[src/rtl/cla16_multiword_seq_if.sv]
// Operand/result handshake bundle for cla16_multiword_seq.
// The op_sub signal exists only when CLA_SEQ_SUB_EN is defined.
interface cla16_multiword_seq_if #(
    parameter int NWORDS = 4
);
    localparam int W = 16 * NWORDS;

    logic         in_valid;
    logic         in_ready;
    logic [W-1:0] op_a;
    logic [W-1:0] op_b;
    logic         cin;
`ifdef CLA_SEQ_SUB_EN
    logic         op_sub;
`endif
    logic         out_valid;
    logic         out_ready;
    logic [W-1:0] result;
    logic         carry_out;
    logic         overflow;

    modport master (
`ifdef CLA_SEQ_SUB_EN
        output op_sub,
`endif
        output in_valid, op_a, op_b, cin, out_ready,
        input  in_ready, out_valid, result, carry_out, overflow
    );

    modport slave (
`ifdef CLA_SEQ_SUB_EN
        input  op_sub,
`endif
        input  in_valid, op_a, op_b, cin, out_ready,
        output in_ready, out_valid, result, carry_out, overflow
    );
endinterface

[src/rtl/cla16_multiword_seq.sv]
// Multi-word add (optional subtract with CLA_SEQ_SUB_EN) sequenced through one
// 16-bit two-level carry-lookahead adder, one word per clock, LSW first.
module cla16 (
    output logic [15:0] sum,
    output logic        C_out,
    input  logic [15:0] A,
    input  logic [15:0] B,
    input  logic        C0
);
    // Returns {c4,c3,c2,c1,c0} for a 4-bit lookahead group.
    function automatic logic [4:0] lookahead4(input logic [3:0] g, input logic [3:0] p, input logic c0);
        logic [4:0] c;
        c[0] = c0;
        c[1] = g[0] | (p[0] & c0);
        c[2] = g[1] | (p[1] & g[0]) | (p[1] & p[0] & c0);
        c[3] = g[2] | (p[2] & g[1]) | (p[2] & p[1] & g[0]) | (p[2] & p[1] & p[0] & c0);
        c[4] = g[3] | (p[3] & g[2]) | (p[3] & p[2] & g[1]) | (p[3] & p[2] & p[1] & g[0])
             | (p[3] & p[2] & p[1] & p[0] & c0);
        return c;
    endfunction

    logic [15:0] g_s;
    logic [15:0] p_s;
    logic [15:0] c_s;
    logic [3:0]  gg_s;
    logic [3:0]  gp_s;
    logic [4:0]  gc_s;

    // Bit generate/propagate, group lookahead, then per-bit carries.
    always_comb begin
        logic [4:0] t;
        g_s  = A & B;
        p_s  = A ^ B;
        gg_s = 4'b0000;
        gp_s = 4'b0000;
        c_s  = 16'h0000;
        for (int j = 0; j < 4; j++) begin
            t       = lookahead4(g_s[4*j +: 4], p_s[4*j +: 4], 1'b0);
            gg_s[j] = t[4];
            gp_s[j] = &p_s[4*j +: 4];
        end
        gc_s = lookahead4(gg_s, gp_s, C0);
        for (int j = 0; j < 4; j++) begin
            t              = lookahead4(g_s[4*j +: 4], p_s[4*j +: 4], gc_s[j]);
            c_s[4*j +: 4] = t[3:0];
        end
        sum   = p_s ^ c_s;
        C_out = gc_s[4];
    end
endmodule

module cla16_multiword_seq #(
    parameter int NWORDS = 4
) (
    input  logic                  clk,
    input  logic                  rst_n,
    cla16_multiword_seq_if.slave  bus
);
    localparam int W  = 16 * NWORDS;
    localparam int CW = $clog2(NWORDS);

    typedef enum logic [1:0] {IDLE = 2'd0, RUN = 2'd1, DONE = 2'd2} state_t;

    state_t        state_q, state_d;
    logic [CW-1:0] cnt_q, cnt_d;
    logic          carry_q, carry_d;
    logic [W-1:0]  a_q, a_d;
    logic [W-1:0]  b_q, b_d;
    logic          cin_q, cin_d;
`ifdef CLA_SEQ_SUB_EN
    logic          sub_q, sub_d;
`endif
    logic [W-1:0]  result_q, result_d;
    logic          carry_out_q, carry_out_d;
    logic          overflow_q, overflow_d;
    logic          out_valid_q, out_valid_d;
    logic          in_ready_q, in_ready_d;

    logic [15:0]   word_a_s;
    logic [15:0]   word_b_s;
    logic          c0_s;
    logic          b_msb_s;
    logic [15:0]   sum_s;
    logic          cout_s;
    logic          last_s;

    // Select the current word pair and carry-in for the shared adder.
    always_comb begin
        word_a_s = a_q[{cnt_q, 4'b0000} +: 16];
        word_b_s = b_q[{cnt_q, 4'b0000} +: 16];
        last_s   = (cnt_q == CW'(NWORDS - 1));
`ifdef CLA_SEQ_SUB_EN
        // Subtract is A + ~B + 1; cin is ignored in that mode.
        if (sub_q) begin
            word_b_s = ~word_b_s;
        end else begin
            word_b_s = word_b_s;
        end
        c0_s    = (cnt_q == {CW{1'b0}}) ? (sub_q | cin_q) : carry_q;
        b_msb_s = b_q[W-1] ^ sub_q;
`else
        c0_s    = (cnt_q == {CW{1'b0}}) ? cin_q : carry_q;
        b_msb_s = b_q[W-1];
`endif
    end

    cla16 u_cla16 (
        .sum   (sum_s),
        .C_out (cout_s),
        .A     (word_a_s),
        .B     (word_b_s),
        .C0    (c0_s)
    );

    // Sequencer next-state and datapath updates.
    always_comb begin
        state_d     = state_q;
        cnt_d       = cnt_q;
        carry_d     = carry_q;
        a_d         = a_q;
        b_d         = b_q;
        cin_d       = cin_q;
`ifdef CLA_SEQ_SUB_EN
        sub_d       = sub_q;
`endif
        result_d    = result_q;
        carry_out_d = carry_out_q;
        overflow_d  = overflow_q;
        out_valid_d = out_valid_q;
        in_ready_d  = in_ready_q;
        case (state_q)
            IDLE: begin
                if (bus.in_valid && in_ready_q) begin
                    a_d        = bus.op_a;
                    b_d        = bus.op_b;
                    cin_d      = bus.cin;
`ifdef CLA_SEQ_SUB_EN
                    sub_d      = bus.op_sub;
`endif
                    cnt_d      = {CW{1'b0}};
                    in_ready_d = 1'b0;
                    state_d    = RUN;
                end else begin
                    state_d    = IDLE;
                end
            end
            RUN: begin
                result_d[{cnt_q, 4'b0000} +: 16] = sum_s;
                carry_d = cout_s;
                if (last_s) begin
                    cnt_d       = {CW{1'b0}};
                    carry_out_d = cout_s;
                    overflow_d  = (a_q[W-1] == b_msb_s) && (sum_s[15] != a_q[W-1]);
                    out_valid_d = 1'b1;
                    state_d     = DONE;
                end else begin
                    cnt_d       = cnt_q + {{(CW-1){1'b0}}, 1'b1};
                end
            end
            DONE: begin
                if (bus.out_ready) begin
                    out_valid_d = 1'b0;
                    in_ready_d  = 1'b1;
                    state_d     = IDLE;
                end else begin
                    state_d     = DONE;
                end
            end
            default: begin
                cnt_d       = {CW{1'b0}};
                out_valid_d = 1'b0;
                in_ready_d  = 1'b1;
                state_d     = IDLE;
            end
        endcase
    end

    // State and output registers; reset aborts any operation in flight.
    always_ff @(posedge clk or negedge rst_n) begin
        if (!rst_n) begin
            state_q     <= IDLE;
            cnt_q       <= {CW{1'b0}};
            carry_q     <= 1'b0;
            a_q         <= {W{1'b0}};
            b_q         <= {W{1'b0}};
            cin_q       <= 1'b0;
`ifdef CLA_SEQ_SUB_EN
            sub_q       <= 1'b0;
`endif
            result_q    <= {W{1'b0}};
            carry_out_q <= 1'b0;
            overflow_q  <= 1'b0;
            out_valid_q <= 1'b0;
            in_ready_q  <= 1'b1;
        end else begin
            state_q     <= state_d;
            cnt_q       <= cnt_d;
            carry_q     <= carry_d;
            a_q         <= a_d;
            b_q         <= b_d;
            cin_q       <= cin_d;
`ifdef CLA_SEQ_SUB_EN
            sub_q       <= sub_d;
`endif
            result_q    <= result_d;
            carry_out_q <= carry_out_d;
            overflow_q  <= overflow_d;
            out_valid_q <= out_valid_d;
            in_ready_q  <= in_ready_d;
        end
    end

    assign bus.in_ready  = in_ready_q;
    assign bus.out_valid = out_valid_q;
    assign bus.result    = result_q;
    assign bus.carry_out = carry_out_q;
    assign bus.overflow  = overflow_q;
endmodule

[src/flat_wrapper.sv]
// flat-port wrapper written by rule: the top's interface ports become plain ports
module cla16_multiword_seq_flat 
#(
    parameter int NWORDS = 4
)
  (clk, rst_n, bus_in_valid, bus_op_a, bus_op_b, bus_cin, bus_out_ready, bus_in_ready, bus_out_valid, bus_result, bus_carry_out, bus_overflow);
  cla16_multiword_seq_if #(.NWORDS(NWORDS)) bus_i ();
  input  logic clk;
  input  logic rst_n;
  input wire logic [$bits(bus_i.in_valid)-1:0] bus_in_valid;
  input wire logic [$bits(bus_i.op_a)-1:0] bus_op_a;
  input wire logic [$bits(bus_i.op_b)-1:0] bus_op_b;
  input wire logic [$bits(bus_i.cin)-1:0] bus_cin;
  input wire logic [$bits(bus_i.out_ready)-1:0] bus_out_ready;
  output wire logic [$bits(bus_i.in_ready)-1:0] bus_in_ready;
  output wire logic [$bits(bus_i.out_valid)-1:0] bus_out_valid;
  output wire logic [$bits(bus_i.result)-1:0] bus_result;
  output wire logic [$bits(bus_i.carry_out)-1:0] bus_carry_out;
  output wire logic [$bits(bus_i.overflow)-1:0] bus_overflow;
  assign bus_i.in_valid = bus_in_valid;
  assign bus_i.op_a = bus_op_a;
  assign bus_i.op_b = bus_op_b;
  assign bus_i.cin = bus_cin;
  assign bus_i.out_ready = bus_out_ready;
  assign bus_in_ready = bus_i.in_ready;
  assign bus_out_valid = bus_i.out_valid;
  assign bus_result = bus_i.result;
  assign bus_carry_out = bus_i.carry_out;
  assign bus_overflow = bus_i.overflow;
  cla16_multiword_seq #(.NWORDS(NWORDS)) u_core (.clk(clk), .rst_n(rst_n), .bus(bus_i));
endmodule
[config.mk]
export PLATFORM = sky130hd
export DESIGN_NAME = cla16_multiword_seq_flat
export DESIGN_NICKNAME = d
export VERILOG_FILES = /design/src/rtl/cla16_multiword_seq_if.sv /design/src/rtl/cla16_multiword_seq.sv /design/src/flat_wrapper.sv
export SDC_FILE = /design/constraint.sdc
export NUM_CORES = 1
export LEC_CHECK = 0
export ABC_AREA = 0
export CAP_MARGIN = 20
export CORE_MARGIN = 8
export CORE_UTILIZATION = 51
export DETAILED_ROUTE_END_ITERATION = 6
export GPL_TIMING_DRIVEN = 0
export PLACE_DENSITY = 0.77
export SYNTH_ARGS = -nofsm -noshare
export SYNTH_HDL_FRONTEND = slang
export SYNTH_SLANG_ARGS = --single-unit
export TNS_END_PERCENT = 50
[constraint.sdc]
create_clock -name clk -period 5.32 [get_ports clk]
set_input_delay 1.33 -clock clk [delete_from_list [all_inputs] [get_ports clk]]
set_output_delay 1.33 -clock clk [all_outputs]
set_load 0.02 [all_outputs]
Word-level counts from Yosys, hierarchy flattened --
Index checks and enable logic that the tools add are counted.
Operators by class: equal/unequal tests 8, muxes and demuxes 15, reduce and logical (&&, ||, !) cells 13, add/sub/neg operators 2, bitwise logic cells 124, shift operators 4
Operators by type and width (count):
- $shiftx 64x7->16 | 2
- $and 1x1->1 | 72
- $bwmux 64 | 1
- $shift 16x8->64 const A | 1
- $shiftx 16x8->64 | 1
- $or 1x1->1 | 46
- $xor 16x16->16 | 2
- $and 16x16->16 | 1
- $reduce_and 4->1 | 4
- $pmux 2 s3 | 2
- $mux 2 | 4
- $neg 6->8 | 1
- $mux 1 | 6
- $pmux 1 s3 | 2
- $reduce_and 2->1 | 3
- $reduce_and 3->1 | 2
- $eq 2x2->1 const B | 2
- $logic_not 2->1 | 2
- $ne 2x1->1 const B | 2
- $not 1->1 | 3
- $add 2x1->2 const B | 1
- $eq 2x1->1 const B | 1
- $logic_and 1x1->1 | 2
- $ne 2x2->1 const B | 1
- 2 further kinds | 2
Storage, ports and cells: logic and storage cells 177, register bits 202

Logic depth before layout (Yosys ltp) --
word-level depth 15, depth in mapped cells 12

By module --
Synthesis repeated with hierarchy kept, for this count alone.
Second synthesis, totals: cells, all modules 628, area total of the unflattened synthesis 9086.2 um^2
Modules (own cells, without submodules):
- cla16_multiword_seq | times used 1, cells each 540, sequential area each 5056.1 um^2, area an instance 8376.8 um^2
- cla16 | times used 1, cells each 88, sequential area each 0.0 um^2, area an instance 709.4 um^2

Worst setup path before layout --
Ideal clock, no wire load.
path type register -> register, from register u_core.cnt_q[0], to register u_core.result_q[13], in the netlist u_core.bus.result[13], path buffers 3, setup time 0.132 ns, data arrival time 3.561 ns, cell stages (with the launch flop) 13, slack 1.627 ns, clock period less this slack 3.693 ns, cell sequence dfrtp_1 -> buf_1 -> buf_2 -> mux4_2 -> ha_1 -> a21oi_1 -> a31oi_1 -> o22a_1 -> buf_6 -> o22a_1 -> fa_1 -> xnor2_1 -> o21ai_0
Between the ends: longest elaborated chain between the ends 15
Ends and longest elaborated chain:
- start: declaration | RTL line cla16_multiword_seq.sv:65 | logic [CW-1:0] cnt_q, cnt_d;
- start signal: assignment | RTL line cla16_multiword_seq.sv:182 | cnt_q <= {CW{1'b0}};
- start signal: assignment | RTL line cla16_multiword_seq.sv:197 | cnt_q <= cnt_d;
- $shiftx 64x7->16, on equally long branches | RTL line cla16_multiword_seq.sv:89, cla16_multiword_seq.sv:90
- $xor 16x16->16 or $and 16x16->16 (tied branches) | RTL line cla16_multiword_seq.sv:33, cla16_multiword_seq.sv:32
- $and 1x1->1
- $or 1x1->1 or $and 1x1->1 (tied branches) (2 in series)
- $or 1x1->1 | RTL line cla16_multiword_seq.sv:17 | c[4] = g[3] | (p[3] & g[2]) | (p[3] & p[2] & g[1]) | (p[3] & p[2] & p[1] & g[0])
- $and 1x1->1 | RTL line cla16_multiword_seq.sv:16 | c[3] = g[2] | (p[2] & g[1]) | (p[2] & p[1] & g[0]) | (p[2] & p[1] & p[0] & c0);
- $or 1x1->1 (3 in series) | RTL line cla16_multiword_seq.sv:16
- $and 1x1->1, on equally long branches | RTL line cla16_multiword_seq.sv:14, cla16_multiword_seq.sv:15, cla16_multiword_seq.sv:16
- $or 1x1->1, on equally long branches | RTL line cla16_multiword_seq.sv:14, cla16_multiword_seq.sv:15, cla16_multiword_seq.sv:16
- $xor 16x16->16 | RTL line cla16_multiword_seq.sv:47 | sum = p_s ^ c_s;
- $shiftx 16x8->64 | RTL line cla16_multiword_seq.sv:148 | result_d[{cnt_q, 4'b0000} +: 16] = sum_s;
- $bwmux 64 * | RTL line cla16_multiword_seq.sv:148
- end signal: assignment | RTL line cla16_multiword_seq.sv:190 | result_q <= {W{1'b0}};
- end signal: assignment | RTL line cla16_multiword_seq.sv:205 | result_q <= result_d;
- end: declaration | RTL line cla16_multiword_seq.sv:73 | logic [W-1:0] result_q, result_d;
Every way passes the cells marked *; elsewhere a longest branch is shown, timed or not. A chain may end at the register's enable or synchronous reset.

Worst setup path in the final report --
Ends and elaborated chain as after synthesis.

==> results.cfg <==
[finish]
syn_to_final_growth_pct = 33.26
drive_above_1_share = 0.2497
final_cell_area_um2 = 11970
n_antenna_cell = 0
fillCellCount = 1153
final_nets = 1007
post-route-util = 0.6942

[pwr]
irDropWorstVdd_v = 0.0004393
fin_total_pwr_mw = 8.488
p_per_area_nw_per_um2 = 709.4
p_seq_frac = 0.313
power.leakage_nw = 5.160
p_sw_mw = 3.378
swShare = 0.3979
internal_power_mw = 5.110
p_clk_frac = 0.170
combPwrFrac = 0.518

[floorplanning]
die_area_um2 = 22110
dieWidth_um = 148.7
floorplan.die.height_um = 148.7
rows = 48
start_util = 0.5209
pin_count = 201
fp.coreArea_um2 = 17240

[clocking]
htreeDepth = 1
clock_latency_ps = 490
cts.sinks = 202
cts_buffers = 21
cts_hold_buf = 0
ctsResizeCount = 0
clk_pin_slew_ps = 60
clockBufferDepth = 3
cts_tree = built
post-cts-setup-buffers = 0
clock-root-buffer = clkbuf_16

[synthesis]
yosys-top-cells-area = dfrtp_1 56%, mux2_2 16%, mux4_2 8.0%, a22o_1 3.2%, ha_1 3.1%
syn_nets = 783
ys_ff_latch = 202
yosys.area.top_type = dfrtp_1
synth-edff-count = 0
synth_top_area_share = 0.5602
syn_inst = 624
yosys_warnings = 0
seq_area_frac_synth = 0.5631
synthDistinctLibCells = 46
netlist_area_um2 = 8979
synthFlopType = dfrtp_1
async_reset_ff_frac = 1.000
avgSynthCellArea_um2 = 14.39

[global_routing]
antenna_found_initial = 3
grt.total_usage = 0.2251
grt_max_degree = 127
grt_pass1_vias = 7140
grt-ovfl-total = 0
grt_pass1_wl_um = 38990

[routing]
drt-initial-drc-count = 388
drc = 0
post_drt_wl_per_cell_um = 22.73
wirelength_um = 24690
dr_total_vias = 6308
dr.pass1.iters = 4
postRouteAntennaNets = 0
viasPerCell = 5.808

[worst_setup_path]
r2r_end = u_core.bus.result[13]
crit_path_end_kind = register
path_class = reg -> reg
worstPathArrival_ps = 4760
cp_max_fo = 10
worstReg2RegStart = u_core.cnt_q[0]
startpoint_type = register
r2r_slack_ps = 910
startpoint = u_core.cnt_q[0]
worstPathRequired_ps = 5680
worstSetupEndpoint = u_core.bus.result[13]
reg2reg_depth = 12

[sta]
clock.fmax_mhz = 226.8
worst_slack_ps = 911.6
fin_skew_ps = 6.026
slew_headroom = 0.3756
finalSetupViolations = 0
tns_ps = 0
post-route-period-util = 0.8287
finalCriticalPeriod_ps = 4408
worstMarginPinSlew_ps = 936.7
hold_viol_final = 0
rsz0062_at_grt = false
drv_slew = 0

[place]
place_congestion = 0.8221
hpwl_um = 18760
dpl-instance-area_um2 = 11290
pre_cts_ws_ps = 935.0
io_buffers = 200

[run]
drv_cap = 0

[hold_path]
hold_path_class = reg -> reg

[run_status]
outcome = finished, final reports clean
## layout make-up
type,instances,area [um2],share of cell area
buffer,29,135.1,0.01129
clock inverter,5,77.57,0.006483
sequential,202,5056,0.4226
clock buffer,31,593.1,0.04957
multi-input combinational,386,3761,0.3143
timing repair buffer,201,2034,0.1700
tap,225,281.5,0.02353
inverter,7,26.28,0.002196
## placed cells by master (no fill, tap or decap), drive strengths merged, types with 2 or more instances in the layout
cell           instances
clkdlybuf4s50        199
clkbuf                40
nor3                   5
nor2b                  2
mux2                 129
mux2i                  2
a31oi                  2
nand4                  3
nand2                 44
a22o                  33
fa                     4
bufinv                 2
xor2                   3
clkinv                 2
mux4                  32
or3                    4
nor2                   9
nand2b                 5
o221ai                 3
a21oi                 12
a21o                   4
dfrtp                201
ha                    22
o22a                   3
xnor2                  6
inv                    7
a32o                   4
nand3                  4
o21ai                 37
buf                   22
## cells by family (layout without fill, tap and decap cells)
family	count (synthesis)	after routing	synth area share
simple gates	79	79	0.04083
fa+ha+maj	26	26	0.03958
mux	163	163	0.2447
flops	202	202	0.5631
compound gates	109	109	0.08501
xor+xnor	9	9	0.008780
buf+inv	36	273	0.01798
## cells in the mapped netlist, types with 2 or more instances
master / instances
xor2_1: 3
nor2_1: 9
a21oi_1: 12
nand2_1: 44
o21ai_0: 37
a31oi_1: 2
inv_1: 7
ha_1: 22
nor3_1: 2
nand2b_1: 5
buf_2: 15
a22o_1: 33
mux4_2: 32
dfrtp_1: 201
clkbuf_1: 9
a32o_1: 4
o22a_1: 3
xnor2_1: 6
nand3_1: 4
or3_1: 4
o221ai_1: 3
mux2_2: 129
fa_1: 4
nor2b_1: 2
buf_1: 4
nand4_1: 3
nor3_2: 3
a21o_1: 4
## power by group through the flow
stage                     Combinational, mW  Clock [mW]  Sequential [mW]
after floorplan                        2.68           0             2.76
after global placement                 4.19           0             2.61
after detailed placement               4.36           0             2.67
after CTS                              4.40        1.46             2.65
after global routing                   4.75        1.53             2.74
final                                  4.39        1.44             2.65
## worst min path at each step
stage                                startpoint                    end  slack [ps]  depth (start not counted)
after floorplan                  u_core.a_q[18]         u_core.a_q[18]         480                          1
after global placement    u_core.bus.result[31]  u_core.bus.result[31]         470                          2
after detailed placement  u_core.bus.result[38]  u_core.bus.result[38]         480                          2
after CTS                 u_core.bus.result[38]  u_core.bus.result[38]         490                          2
after global routing             u_core.a_q[48]         u_core.a_q[48]         520                          1
final                     u_core.bus.result[45]  u_core.bus.result[45]         490                          2
## per-stage QoR
step	cells	hold WS (ps)
detailed placement	1050	476.7
global route	1086	517.5
CTS	1086	489.6
finish	1086	489.8
global placement	1049	473.7
floorplan	624	475.2
## routing by layer
layer,share of wire,up-vias,GRT usage
li1,-,2773,-
met1,0.40,3226,0.2806
met2,0.49,256,0.3809
met3,0.085,47,0.05530
met4,0.022,6,0.06578
met5,0.0017,-,0
## state kept, by name, indices dropped and copies added, names as in the netlist
name and flops:
u_core.bus.in_ready 1, u_core.state_q 2, u_core.bus.carry_out 1, u_core.b_q 64, u_core.cin_q 1, u_core.bus.result 64
u_core.bus.overflow 1, u_core.a_q 64, u_core.carry_q 1, u_core.bus.out_valid 1, u_core.cnt_q 2
## worst max-delay path, cell delays in order (launching register included)
cell     delay, ps
dfrtp_1        450
buf_1          550
buf_2          430
mux4_2         560
ha_1           370
a21oi_1        320
a31oi_1        140
o22a_1         230
buf_6          150
o22a_1         230
fa_1           400
xnor2_1        290
o21ai_0        150
Note: power is estimated with default switching activity, not from simulation.
